[src/rtl/car_rpm_top_pkg.sv]
// Shared definitions for the car RPM dashboard: gear limits, 7-segment glyphs
// and traffic-light colour codes.
package car_rpm_top_pkg;

  localparam logic [2:0] RED    = 3'b100;
  localparam logic [2:0] YELLOW = 3'b110;
  localparam logic [2:0] GREEN  = 3'b010;

  localparam logic [7:0] SEG_BLANK = 8'h00;
  localparam logic [7:0] SEG_N     = 8'h2A;  // segments c, e, g

  localparam int         N_BTN     = 2;
  localparam logic [3:0] SPEED_MAX = 4'd15;

  // One-clock debounced press pulses from the two buttons.
  typedef struct packed {
    logic accel;
    logic decel;
  } press_t;

  // Highest speed level that is still "in range" for each gear; 7 aliases 6.
  function automatic logic [3:0] gear_max(input logic [2:0] gear);
    case (gear)
      3'd0:    return 4'd0;
      3'd1:    return 4'd3;
      3'd2:    return 4'd5;
      3'd3:    return 4'd8;
      3'd4:    return 4'd10;
      3'd5:    return 4'd12;
      default: return 4'd15;
    endcase
  endfunction

  // Decimal digit to segments {a,b,c,d,e,f,g,dp}; anything above 9 is blank.
  function automatic logic [7:0] seg7(input logic [3:0] digit);
    case (digit)
      4'd0:    return 8'hFC;
      4'd1:    return 8'h60;
      4'd2:    return 8'hDA;
      4'd3:    return 8'hF2;
      4'd4:    return 8'h66;
      4'd5:    return 8'hB6;
      4'd6:    return 8'hBE;
      4'd7:    return 8'hE0;
      4'd8:    return 8'hFE;
      4'd9:    return 8'hF6;
      default: return SEG_BLANK;
    endcase
  endfunction

endpackage

[src/rtl/car_rpm_top_clk_div.sv]
// Divides the system clock into a 1 kHz square wave and a one-clock enable
// that fires on the cycle where that square wave rises.
module clk_div #(
  parameter int TICK_HALF = 50_000
) (
  input  logic clk,
  input  logic rst_n,
  output logic clk_1khz,
  output logic tick
);

  localparam int CW = (TICK_HALF > 1) ? $clog2(TICK_HALF) : 1;

  logic [CW-1:0] cnt;
  logic          wrap;

  assign wrap = (cnt == CW'(TICK_HALF - 1));
  assign tick = wrap & ~clk_1khz;

  // NOTE: sequential state uses non-blocking assignments so every flop samples pre-edge values.
  always_ff @(posedge clk or negedge rst_n) begin
    if (!rst_n) begin
      cnt      <= '0;
      clk_1khz <= 1'b0;
    end else if (wrap) begin
      cnt      <= '0;
      clk_1khz <= ~clk_1khz;
    end else begin
      cnt <= cnt + 1'b1;
    end
  end

endmodule

[src/rtl/car_rpm_top_rpm_ctrl.sv]
// Button debouncing, gear synchronisation and the saturating speed counter.
module rpm_ctrl
  import car_rpm_top_pkg::*;
#(
  parameter int DEB_TICKS = 4
) (
  input  logic       clk,
  input  logic       rst_n,
  input  logic       tick,
  input  logic       btn_accel,
  input  logic       btn_decel,
  input  logic [2:0] gear_sw,
  output logic [3:0] speed_level,
  output logic [3:0] max_level,
  output logic [2:0] gear
);

  localparam int DW = (DEB_TICKS > 1) ? $clog2(DEB_TICKS) : 1;

  logic [N_BTN-1:0] btn_raw, sync1, sync2, deb, deb_q;
  logic [DW-1:0]    stable_cnt [N_BTN];
  logic [2:0]       gear_s1, gear_s2;
  press_t           press;

  assign btn_raw = {btn_decel, btn_accel};

  always_ff @(posedge clk or negedge rst_n) begin
    if (!rst_n) begin
      sync1   <= '0;
      sync2   <= '0;
      deb_q   <= '0;
      gear_s1 <= '0;
      gear_s2 <= '0;
    end else begin
      sync1   <= btn_raw;
      sync2   <= sync1;
      deb_q   <= deb;
      gear_s1 <= gear_sw;
      gear_s2 <= gear_s1;
    end
  end

  // A level flips only after DEB_TICKS consecutive tick samples disagree with it.
  // NOTE: the per-button counter array is only two entries, so it is reset like any register.
  always_ff @(posedge clk or negedge rst_n) begin
    if (!rst_n) begin
      deb <= '0;
      for (int i = 0; i < N_BTN; i++) stable_cnt[i] <= '0;
    end else if (tick) begin
      for (int i = 0; i < N_BTN; i++) begin
        if (sync2[i] == deb[i]) begin
          stable_cnt[i] <= '0;
        end else if (stable_cnt[i] == DW'(DEB_TICKS - 1)) begin
          deb[i]        <= sync2[i];
          stable_cnt[i] <= '0;
        end else begin
          stable_cnt[i] <= stable_cnt[i] + 1'b1;
        end
      end
    end
  end

  always_comb begin
    press.accel = deb[0] & ~deb_q[0];
    press.decel = deb[1] & ~deb_q[1];
  end

  always_ff @(posedge clk or negedge rst_n) begin
    if (!rst_n) begin
      speed_level <= '0;
      max_level   <= '0;
      gear        <= '0;
    end else begin
      max_level <= gear_max(gear_s2);
      gear      <= (gear_s2 == 3'd7) ? 3'd6 : gear_s2;
      case ({press.accel, press.decel})
        2'b10:   if (speed_level != SPEED_MAX) speed_level <= speed_level + 1'b1;
        2'b01:   if (speed_level != 4'd0)      speed_level <= speed_level - 1'b1;
        default: speed_level <= speed_level;
      endcase
    end
  end

endmodule

[src/rtl/car_rpm_top.sv]
// Car RPM/gear dashboard: LED bar and RGB light, servo gauge, speed and gear
// 7-segment displays and the over-rev buzzer.
module car_rpm_top
  import car_rpm_top_pkg::*;
#(
  parameter int CLK_HZ       = 100_000_000,
  parameter int TICK_HALF    = CLK_HZ / 2_000,
  parameter int DEB_TICKS    = 4,
  parameter int SERVO_PERIOD = 2_000_000,
  parameter int SERVO_MIN    = 100_000,
  parameter int SERVO_STEP   = 6_667
) (
  input  logic       clk_100mhz,
  input  logic       rst_btn,
  input  logic       btn_accel,
  input  logic       btn_decel,
  input  logic [2:0] gear_sw,
  output logic       servo_pwm,
  output logic [7:0] speed_fnd_sel,
  output logic [7:0] speed_fnd_seg,
  output logic [7:0] gear_seg,
  output logic [7:0] leds,
  output logic       piezo
);

  localparam int SW = $clog2(SERVO_PERIOD + 1);

  logic          clk_1khz, tick;
  logic [3:0]    speed_level, max_level;
  logic [2:0]    gear;
  logic [2:0]    rgb;
  logic [4:0]    bar;
  logic [6:0]    x, m7;
  logic          over_rev;
  logic [SW-1:0] servo_cnt, servo_hi;
  logic [2:0]    scan_idx;
  logic [3:0]    ones, tens;
  logic [7:0]    digit_seg;

  clk_div #(.TICK_HALF(TICK_HALF)) u_clk_div (
    .clk      (clk_100mhz),
    .rst_n    (rst_btn),
    .clk_1khz (clk_1khz),
    .tick     (tick)
  );

  rpm_ctrl #(.DEB_TICKS(DEB_TICKS)) u_rpm_ctrl (
    .clk         (clk_100mhz),
    .rst_n       (rst_btn),
    .tick        (tick),
    .btn_accel   (btn_accel),
    .btn_decel   (btn_decel),
    .gear_sw     (gear_sw),
    .speed_level (speed_level),
    .max_level   (max_level),
    .gear        (gear)
  );

  // NOTE: defaults are assigned first so every path drives every output (no latch).
  always_comb begin
    rgb = GREEN;
    if (speed_level >= max_level)                 rgb = RED;
    else if (speed_level >= {1'b0, max_level[3:1]}) rgb = YELLOW;
  end

  // Bar segment k lights once 5*S reaches k*M, i.e. S/M has passed k/5.
  always_comb begin
    bar = '0;
    x   = 7'(speed_level) * 7'd5;
    m7  = 7'(max_level);
    if (max_level != 4'd0) begin
      bar[0] = (speed_level != 4'd0);
      bar[1] = (x >= m7);
      bar[2] = (x >= m7 * 7'd2);
      bar[3] = (x >= m7 * 7'd3);
      bar[4] = (x >= m7 * 7'd4);
    end
  end

  assign over_rev = (speed_level >= max_level) && (max_level != 4'd0);

  always_ff @(posedge clk_100mhz or negedge rst_btn) begin
    if (!rst_btn) begin
      leds     <= '0;
      piezo    <= 1'b0;
      gear_seg <= SEG_BLANK;
    end else begin
      leds     <= {rgb, bar};
      piezo    <= over_rev & clk_1khz;
      gear_seg <= (gear == 3'd0) ? SEG_N : seg7({1'b0, gear});
    end
  end

  assign servo_hi = SW'(SERVO_MIN) + SW'(speed_level) * SW'(SERVO_STEP);

  always_ff @(posedge clk_100mhz or negedge rst_btn) begin
    if (!rst_btn) begin
      servo_cnt <= '0;
      servo_pwm <= 1'b0;
    end else begin
      servo_cnt <= (servo_cnt == SW'(SERVO_PERIOD - 1)) ? '0 : servo_cnt + 1'b1;
      servo_pwm <= (servo_cnt < servo_hi);
    end
  end

  assign ones = speed_level % 4'd10;
  assign tens = speed_level / 4'd10;

  always_comb begin
    digit_seg = SEG_BLANK;
    case (scan_idx)
      3'd0:    digit_seg = seg7(ones);
      3'd1:    digit_seg = (tens == 4'd0) ? SEG_BLANK : seg7(tens);
      default: digit_seg = SEG_BLANK;
    endcase
  end

  // Select and segments are registered together so they always describe the same digit.
  always_ff @(posedge clk_100mhz or negedge rst_btn) begin
    if (!rst_btn) begin
      scan_idx      <= '0;
      speed_fnd_sel <= 8'hFF;
      speed_fnd_seg <= SEG_BLANK;
    end else if (tick) begin
      scan_idx      <= scan_idx + 1'b1;
      speed_fnd_sel <= ~(8'd1 << scan_idx);
      speed_fnd_seg <= digit_seg;
    end
  end

endmodule

[config.mk]
export PLATFORM = sky130hd
export DESIGN_NAME = car_rpm_top
export DESIGN_NICKNAME = d
export VERILOG_FILES = /design/src/rtl/car_rpm_top_pkg.sv /design/src/rtl/car_rpm_top_clk_div.sv /design/src/rtl/car_rpm_top_rpm_ctrl.sv /design/src/rtl/car_rpm_top.sv
export SDC_FILE = /design/constraint.sdc
export NUM_CORES = 1
export LEC_CHECK = 0
export CORE_MARGIN = 2
export CORE_UTILIZATION = 55
export CTS_CLUSTER_DIAMETER = 150
export DETAILED_ROUTE_END_ITERATION = 16
export PLACE_DENSITY = 0.75
export SKIP_LAST_GASP = 1
export SLEW_MARGIN = 15
export SYNTH_ARGS = -nofsm -noshare
export SYNTH_HDL_FRONTEND = slang
export SYNTH_SLANG_ARGS = --single-unit
[constraint.sdc]
create_clock -name clk_100mhz -period 5.5 [get_ports clk_100mhz]
set_input_delay 0.825 -clock clk_100mhz [delete_from_list [all_inputs] [get_ports clk_100mhz]]
set_output_delay 0.825 -clock clk_100mhz [all_outputs]
set_load 0.01 [all_outputs]
==> results.json <==
{
  "firstDrtPassIters": 10,
  "worstMarginPinSlew_ps": 941.1,
  "status": "finished with violations",
  "synthFlopType": "dfrtp_1",
  "finalNetCount": 793,
  "die_h_um": 113.1,
  "diodes": 0,
  "cts_made_buffers": 9,
  "vias": 4696,
  "crit_arrival_ps": 4970,
  "final_core_util_pct": 63.82,
  "fin_area_mm2": 0.007350,
  "cts.clk_slew.worst_paths_ps": 70,
  "slowest_stage": "dfrtp_1",
  "drt_iter0_drc": 246,
  "cts-resized-gates": 0,
  "coreArea_mm2": 0.01152,
  "grt_pass1_vias": 4787,
  "antenna_found_initial": 0,
  "slew_viol_final": 0,
  "gr-total-overflow": 0,
  "rows": 39,
  "drv_cap": 0,
  "crit_chain": "inv_1, ha_1, ha_1, ha_1, ha_1, a21oi_1, nand2_1, a2111oi_0, mux2i_1, o311a_1, ha_1, nand2_1, or4_1, o211ai_1, a21oi_1",
  "die_w_um": 113.1,
  "fin_skew_ps": 6.037,
  "grt_pass1_wl_um": 22020,
  "finalCritPeriodShare_pct": 86.48,
  "area.growth.synth_to_final_pct": 12.21,
  "period_needed_ps": 4756,
  "synth_area_mm2": 0.006550,
  "cellLeakagePower_nw": 3.622,
  "critPathKind": "register to register",
  "cp_max_fo": 16,
  "hold_buffers": 0,
  "route.detailed.drc": 3,
  "ir_drop_uv": 272.7,
  "p_total_w": 0.001519,
  "routabilityCongestion": 0.8481,
  "switching_share_pct": 23.62,
  "pin_count": 41,
  "wire_per_inst_um": 15.61,
  "combinationalPowerShare_pct": 6.2,
  "fmax_mhz": 210.2,
  "violations": "DRC",
  "p_per_area_mw_per_mm2": 206.6,
  "cpMostUsedCell": "ha_1",
  "hold_violations": 0,
  "portBuffers": 37,
  "synth_edf_count": 0,
  "rsz0062_at_grt": "false",
  "die-area_mm2": 0.01280,
  "slew_headroom_pct": 37.07,
  "path_buf_inv": 1,
  "power_frac_seq_pct": 50.5,
  "postSynthCellCount": 635,
  "start_util_pct": 56.88,
  "place_area_mm2": 0.007039,
  "switchingPower_w": 0.0003586,
  "vias_per_cell": 5.720,
  "final-setup-viol-count": 0,
  "insertion_delay_ps": 360,
  "pwr-share-clk_pct": 43.4,
  "path_delay_family": "adder cells",
  "async_flop_share_pct": 100.0,
  "ant_nets": 0,
  "hp-start": "u_rpm_ctrl.sync1[0]$_DFF_PN0_",
  "critPathLaunchType": "register",
  "required_ps": 5720,
  "crit_start": "u_rpm_ctrl.speed_level[1]$_DFFE_PN0P_",
  "internal-power_w": 0.001160,
  "cts_root_buffer": "clkbuf_16",
  "h-tree-depth": 3,
  "yosysWarnings": 0,
  "wl_um": 12810,
  "yosysSeqAreaShare_pct": 38.74,
  "synth_cell_types": 66,
  "cpPeakStageDelay_ps": 700,
  "dp_hpwl_um": 9409,
  "critPathCaptureType": "register",
  "ys_ff_latch": 101,
  "cts_tree": "done",
  "holdWs_ps": 351.0,
  "hp-class": "register to register",
  "timing.rr.start": "u_rpm_ctrl.speed_level[1]$_DFFE_PN0P_",
  "fillers": 909,
  "synth.avg_cell_area_um2": 10.32,
  "cts_sinks": 101,
  "clockBufferDepth": 2,
  "drive_gt1_share_pct": 6.490,
  "grt_max_degree": 63,
  "fin_setup_tns_ps": 0,
  "grt_usage_pct": 21.38,
  "post_cts_buffers": 0
}
[layout by cell type, fill, tap and decap left out, types with 4 or more instances in the layout]
| master | count |
|---|---|
| a21o_1 | 23 |
| a21oi_1 | 26 |
| a31oi_1 | 11 |
| clkbuf_16 | 9 |
| clkdlybuf4s50_1 | 36 |
| dfrtp_1 | 93 |
| dfstp_2 | 8 |
| fa_1 | 5 |
| ha_1 | 108 |
| inv_1 | 42 |
| mux2_2 | 4 |
| mux2i_1 | 4 |
| nand2_1 | 50 |
| nand2b_1 | 9 |
| nand3_1 | 23 |
| nand4_1 | 11 |
| nor2_1 | 41 |
| nor2b_1 | 6 |
| nor3_1 | 10 |
| nor4_1 | 6 |
| o21ai_0 | 22 |
| o31ai_1 | 5 |
| xnor2_1 | 30 |
| xor2_1 | 21 |
[cell type report]
type | instances | area [µm²] | area share [%]
multi-input combinational | 481 | 3795 | 51.63
timing repair buffer | 38 | 375.4 | 5.107
inverter | 42 | 157.7 | 2.145
clock buffer | 10 | 229.0 | 3.115
clock inverter | 6 | 76.32 | 1.038
sequential | 101 | 2537 | 34.52
tap | 143 | 178.9 | 2.434
[power groups by stage]
stage                     combinational [W]  sequential (W)  clock (W)
after floorplan                   0.0000468        0.000782          0
after global placement            0.0000902        0.000780          0
after detailed placement          0.0000940        0.000780          0
after CTS                         0.0000956        0.000766   0.000676
after global routing               0.000106        0.000768   0.000703
final                             0.0000934        0.000766   0.000659
[metal layers]
layer / wire length (µm) / up-vias / track usage [%]
li1: - / 2325 / -
met4: 313 / 0 / 9.350
met5: 0 / - / 0
met2: 6298 / 79 / 35.29
met1: 5728 / 2266 / 27.19
met3: 473 / 26 / 4.660
[stage by stage]
stage	worst slack, ps	std cells
after floorplan	1307	637
after global placement	966.9	805
after detailed placement	796.3	805
after CTS	782.5	821
after global routing	458.3	821
final	743.7	821
[cell usage after synthesis, types with 3 or more instances]
master,number,area (µm²)
buf_4,5,37.54
o21ai_1,3,15.01
buf_2,4,20.02
nor2_1,41,153.9
a31oi_1,11,68.82
nor2b_1,6,37.54
dfstp_2,8,210.2
nand4_1,11,68.82
o31ai_1,5,37.54
ha_1,108,1351
xor2_1,21,183.9
clkbuf_1,4,15.01
nor3_1,11,55.05
nand3_1,23,115.1
mux2i_1,4,40.04
a21oi_1,26,130.1
inv_1,42,157.7
nor4_1,6,37.54
nand2b_1,9,56.30
a21boi_0,3,22.52
o211ai_1,3,22.52
o21a_1,3,22.52
a211oi_1,3,22.52
fa_1,5,100.1
dfrtp_1,93,2327
nand2_1,50,187.7
o21ai_0,22,110.1
mux2_2,4,45.04
xnor2_1,30,262.8
and3_1,3,18.77
a21o_1,23,172.7
and4_1,3,26.28
o21bai_1,3,22.52
[worst paths after layout]
check | end | slack [ps] | depth (start not counted)
setup / recovery | servo_pwm$_DFF_PN0_ | 740 | 15
hold / removal | u_rpm_ctrl.sync2[0]$_DFF_PN0_ | 350 | 0
setup reg to reg | servo_pwm$_DFF_PN0_ | 740 | 15
hold reg to reg | u_rpm_ctrl.sync2[0]$_DFF_PN0_ | 350 | 0
max in group asynchronous | u_clk_div.cnt[4]$_DFF_PN0_ | 3920 | 2
min in group asynchronous | servo_cnt[15]$_DFF_PN0_ | 420 | 1
[state kept, by name, indices dropped and copies added, names as in the netlist]
| register | count |
|---|---|
| servo_cnt | 21 |
| u_clk_div.cnt | 16 |
| speed_fnd_sel | 8 |
| gear_seg | 7 |
| leds | 7 |
| speed_fnd_seg | 7 |
| u_rpm_ctrl.max_level | 4 |
| u_rpm_ctrl.speed_level | 4 |
| u_rpm_ctrl.stable_cnt | 4 |
| scan_idx | 3 |
| u_rpm_ctrl.gear | 3 |
| u_rpm_ctrl.gear_s1 | 3 |
| u_rpm_ctrl.gear_s2 | 3 |
| u_rpm_ctrl.deb | 2 |
| u_rpm_ctrl.deb_q | 2 |
| u_rpm_ctrl.sync1 | 2 |
| u_rpm_ctrl.sync2 | 2 |
| piezo | 1 |
| servo_pwm | 1 |
| u_clk_div.clk_1khz | 1 |
[cells by family after synthesis]
logic type	count (synthesis)	synth area share, %
AND/OR/NAND/NOR	181	14.42
AO/OA/AOI/OAI	123	12.49
adder cells (fa/ha/maj)	113	22.16
flip-flops	101	38.74
buffers and inverters	55	3.515
XOR/XNOR	53	7.316
multiplexers	8	1.299
other	1	0.05725
Note: power is estimated with default switching activity, not from simulation.
